==> src/rtl/mux4_rr_arbiter.sv <==
`default_nettype none
// +------------------------------------------------------------------------+
// | mux4_rr_arbiter: 4-way round-robin arbiter with bounded grant hold.    |
// | Rev 1.0                                                                |
// +------------------------------------------------------------------------+
module mux4_rr_arbiter #(
  parameter int MAX_HOLD = 8
) (
  input  logic       clk_i,
  input  logic       rst_i,
  input  logic [3:0] req_i,
  input  logic       last_i,
  output logic [3:0] grant_o,
  output logic [1:0] select_o,
  output logic       valid_o
);

  localparam logic       ST_IDLE   = 1'b0;
  localparam logic       ST_GRANT  = 1'b1;
  localparam logic       C_HOLD_EN = (MAX_HOLD != 0);
  localparam logic [7:0] C_HOLD_LAST = (MAX_HOLD == 0) ? 8'd0 : 8'(MAX_HOLD - 1);

  logic       state_q, state_d;
  logic [1:0] ptr_q, ptr_d;
  logic [7:0] cnt_q, cnt_d;
  logic [3:0] grant_q, grant_d;
  logic [1:0] select_q, select_d;

  logic       release_w;
  logic [1:0] arb_ptr_w;
  logic [1:0] win_idx_w;
  logic       win_found_w;

  // First requester at or after the given pointer, wrapping mod 4.
  function automatic logic [2:0] find_winner(input logic [3:0] req, input logic [1:0] ptr);
    logic [2:0] res;
    logic [1:0] idx;
    res = 3'b000;
    for (int i = 3; i >= 0; i--) begin
      idx = ptr + 2'(i);
      if (req[idx]) begin
        res = {1'b1, idx};
      end
    end
    return res;
  endfunction

  always_comb begin
    release_w = 1'b0;
    if (state_q == ST_GRANT) begin
      release_w = !req_i[select_q] || last_i ||
                  (C_HOLD_EN && (cnt_q == C_HOLD_LAST));
    end
  end

  // On release the departing owner drops to lowest priority immediately.
  assign arb_ptr_w = release_w ? (select_q + 2'd1) : ptr_q;
  assign {win_found_w, win_idx_w} = find_winner(req_i, arb_ptr_w);

  always_comb begin
    state_d  = state_q;
    ptr_d    = ptr_q;
    cnt_d    = cnt_q;
    grant_d  = grant_q;
    select_d = select_q;
    if (state_q == ST_GRANT && !release_w) begin
      if (cnt_q != 8'hFF) begin
        cnt_d = cnt_q + 8'd1;
      end
    end else begin
      ptr_d = arb_ptr_w;
      if (win_found_w) begin
        state_d  = ST_GRANT;
        grant_d  = 4'b0001 << win_idx_w;
        select_d = win_idx_w;
        cnt_d    = 8'd0;
      end else begin
        state_d = ST_IDLE;
        grant_d = 4'b0000;
        cnt_d   = 8'd0;
      end
    end
  end

  always_ff @(posedge clk_i) begin
    if (rst_i) begin
      state_q  <= ST_IDLE;
      ptr_q    <= 2'd0;
      cnt_q    <= 8'd0;
      grant_q  <= 4'b0000;
      select_q <= 2'b00;
    end else begin
      state_q  <= state_d;
      ptr_q    <= ptr_d;
      cnt_q    <= cnt_d;
      grant_q  <= grant_d;
      select_q <= select_d;
    end
  end

  assign grant_o  = grant_q;
  assign select_o = select_q;
  assign valid_o  = (state_q == ST_GRANT);

endmodule
`default_nettype wire

==> config.mk <==
export PLATFORM = sky130hd
export DESIGN_NAME = mux4_rr_arbiter
export DESIGN_NICKNAME = d
export VERILOG_FILES = /design/src/rtl/mux4_rr_arbiter.sv
export SDC_FILE = /design/constraint.sdc
export NUM_CORES = 1
export LEC_CHECK = 0
export ABC_AREA = 1
export BUFFER_PORTS_ARGS = -buffer_cell sky130_fd_sc_hd__buf_2
export CAP_MARGIN = 10
export CORE_MARGIN = 2
export CORE_UTILIZATION = 45
export DETAILED_ROUTE_END_ITERATION = 16
export SYNTH_ARGS = -nofsm -noshare
export SYNTH_HDL_FRONTEND = slang
export SYNTH_SLANG_ARGS = --single-unit
==> constraint.sdc <==
create_clock -name clk_i -period 3.94 [get_ports clk_i]
set_input_delay 0.394 -clock clk_i [delete_from_list [all_inputs] [get_ports clk_i]]
set_output_delay 0.394 -clock clk_i [all_outputs]
set_load 0.02 [all_outputs]
==> results.tsv <==
metric	value	unit
status	complete, no violations	
clock tree from TritonCTS	yes	
Mapped Area	1100	um^2
largest area contributor in the netlist	dfxtp_1	
initial DRC count	7	
Mean Syn Cell Area	6.67	um^2
PortBufs	13	
share of layout cells above drive strength 1	29.1	%
sum of negative setup slack	0	ns
distinct cell type count after synthesis	22	
FF-to-FF End	grant_o[1]$_SDFFE_PP0N_	
Sequential Area	340	um^2
Overall Global Routing Usage	19.5	%
total gr overflow	0	
full die area	2860	um^2
Arr. time, crit path	2.38	ns
post-DP HPWL	1.79	mm
Boundary Pins	14	
Peak VDD IR	0.434	mV
leakage power	0.606	nW
area grow syn2layout	11.5	%
Pwr Density	695	nW/um^2
first-pass GRT wire length	4.07	mm
vias in the first global route	994	
Hold Fails Final Rpt	0	
WP data required	4.13	ns
Clock transition at path regs	0.10	ns
Max Clock Skew	0.00763	ns
reg2reg setup slack	1.76	ns
RSZ-0062 raised after global routing	false	
# DRC	0	
placed cells	206	
slew margin rel.	70.1	%
total power	0.853	mW
CP startpoint kind	flip-flop	
share of the synthesized area in the top cell type	30.9	%
row count	17	
commonest non-fill, non-tap cells in the layout	47 x nand2_1, 20 x nand2_2, 17 x nor2_1, 17 x dfxtp_1, 14 x inv_1	
Slew @ Worst Pin	0.448	ns
total number of vias	1037	
#FFs+latches synth	17	
placer congestion estimate	0.775	
Min-Delay Startpoint	rst_i	
DRT Pass-1 Iters	4	
Max Cap Viol	0	
root buf cell	clkbuf_4	
CTS sink count	17	
Syn Nets	173	
commonest non-fill, non-tap cell in the layout	nand2_1	
Fill cells	236	
Die X	53.5	um
CP Max Fanout	9	
crit path time final	2.18	ns
initial antenna violation count	0	
Hold Crit Depth	2	
crit share post-route	55.4	%
hold path endpoint	ptr_q[1]$_SDFFE_PP0N_	
CP Class	flip-flop to flip-flop	
hold_buf cts	0	
max-slew violations	0	
Hold/Removal Path Class	primary input to flip-flop	
Mapped Cells	165	
Final Core Density	54.4	%
PostCTS Resize Cnt	0	
Core ar.	2250	um^2
critical path endpoint category	flip-flop	
largest net degree at the start of global routing	10	
Max H-tree Level	1	
Die Y	53.5	um
Setup Fix Bufs, Post-CTS	0	
CTS buffer count	3	
Worst-Skew Late Latency	0.30	ns
nets	191	
top post-synthesis cells by area	dfxtp_1 31%, nand2_1 16%, nand2_2 11%	
area of the multi-input gates	697	um^2
Non-Filler Instances	210	
Achievable Freq	0.458	GHz
WL per Instance	10.6	um
RR Startpoint	cnt_q[0]$_SDFFE_PP0P_	
worst hold slack	0.358	ns
fraction of the yosys area taken by sequential cells	30.9	%
CTS max path bufs	2	
number of vias per cell	4.94	
Final ANT Viol Nets	0	
Initial Utilization	48.8	%
final setup fails	0	
diodes inserted	0	
worst reg2reg path depth	19	
Synth Warn #	0	
Routed Wire Length	2.24	mm
-- synth_stat cells --
cell type / instances
ha_1: 1
o21ai_0: 4
xor2_1: 3
inv_1: 14
nor2_1: 17
xnor2_1: 1
a21oi_2: 2
a211oi_1: 1
inv_2: 2
nand2_4: 4
nand2_2: 20
dfxtp_1: 17
clkinv_1: 1
a21oi_1: 8
nor2_2: 4
nand3_2: 5
nand4_1: 1
a311oi_1: 1
nand2_1: 47
nand3_1: 10
nand3b_1: 1
a31oi_1: 1
-- worst max path at each step --
| stage | from | end | slack [ns] |
|---|---|---|---|
| after global routing | cnt_q[0]$_SDFFE_PP0P_ | grant_o[1]$_SDFFE_PP0N_ | 1.46 |
| after global placement | cnt_q[0]$_SDFFE_PP0P_ | grant_o[3]$_SDFFE_PP0N_ | 1.81 |
| after detailed placement | cnt_q[0]$_SDFFE_PP0P_ | grant_o[1]$_SDFFE_PP0N_ | 1.76 |
| after floorplan | cnt_q[0]$_SDFFE_PP0P_ | select_o[0]$_SDFFE_PP0P_ | 1.98 |
| after CTS | cnt_q[0]$_SDFFE_PP0P_ | grant_o[3]$_SDFFE_PP0N_ | 1.73 |
| final | cnt_q[0]$_SDFFE_PP0P_ | grant_o[1]$_SDFFE_PP0N_ | 1.76 |
-- state kept, by name (all words and copies together) (netlist names) --
signal and flops:
cnt_q 8, grant_o 4, ptr_q 2, select_o 2
valid_o 1
-- area by class of cell --
type                    count  share of cell area (%)
clock buffers               4                    2.14
inverters                  17                    5.20
multi-input cells         131                    56.8
flip-flops and latches     17                    27.7
well taps                  28                    2.85
repair buffers             13                    5.30
-- cell families after synthesis --
kind of cell | synth area share [%]
xor gates and xnor gates | 3.18
buffers and inverters | 5.80
DFF | 30.9
AOI/OAI and AO/OA | 9.09
and+or+nand+nor | 49.9
adders and majority gates | 1.14
-- where the power goes --
group / total (mW) / switching (mW) / internal [mW] / leakage (nW)
clock: 0.0943 / 0.0548 / 0.0395 / 0.0150
sequential: 0.229 / 0.0281 / 0.201 / 0.139
combinational: 0.529 / 0.351 / 0.178 / 0.452
total: 0.853 / 0.434 / 0.419 / 0.606
-- metal layers --
| layer | track usage [%] | share of wire, % |
|---|---|---|
| met5 | 0 | 0 |
| met4 | 7.69 | 1.8 |
| met3 | 3.39 | 2.8 |
| met2 | 34.0 | 47 |
| met1 | 23.3 | 49 |
-- critical path, cell delays in order (launching register included) --
cell      delay, ns
dfxtp_1        0.35
ha_1           0.21
nand2_1        0.09
clkinv_1       0.08
nand2_1        0.06
nor2_1         0.04
nor2_2         0.14
nand2_4        0.09
nand2_4        0.09
nand2_2        0.07
nand2_4        0.13
nand2_2        0.09
nand3_1        0.09
nand2_2        0.07
nor2_2         0.16
nand2_1        0.08
nand2_2        0.09
nor2_2         0.05
nand2_1        0.05
nand2_1        0.05
-- stage by stage --
stage	area [um^2]	setup WS (ns)
after global routing	1230	1.46
final	1230	1.76
after detailed placement	1200	1.76
after floorplan	1100	1.98
after CTS	1230	1.73
after global placement	1200	1.81
Note: power is estimated with default switching activity, not from simulation.
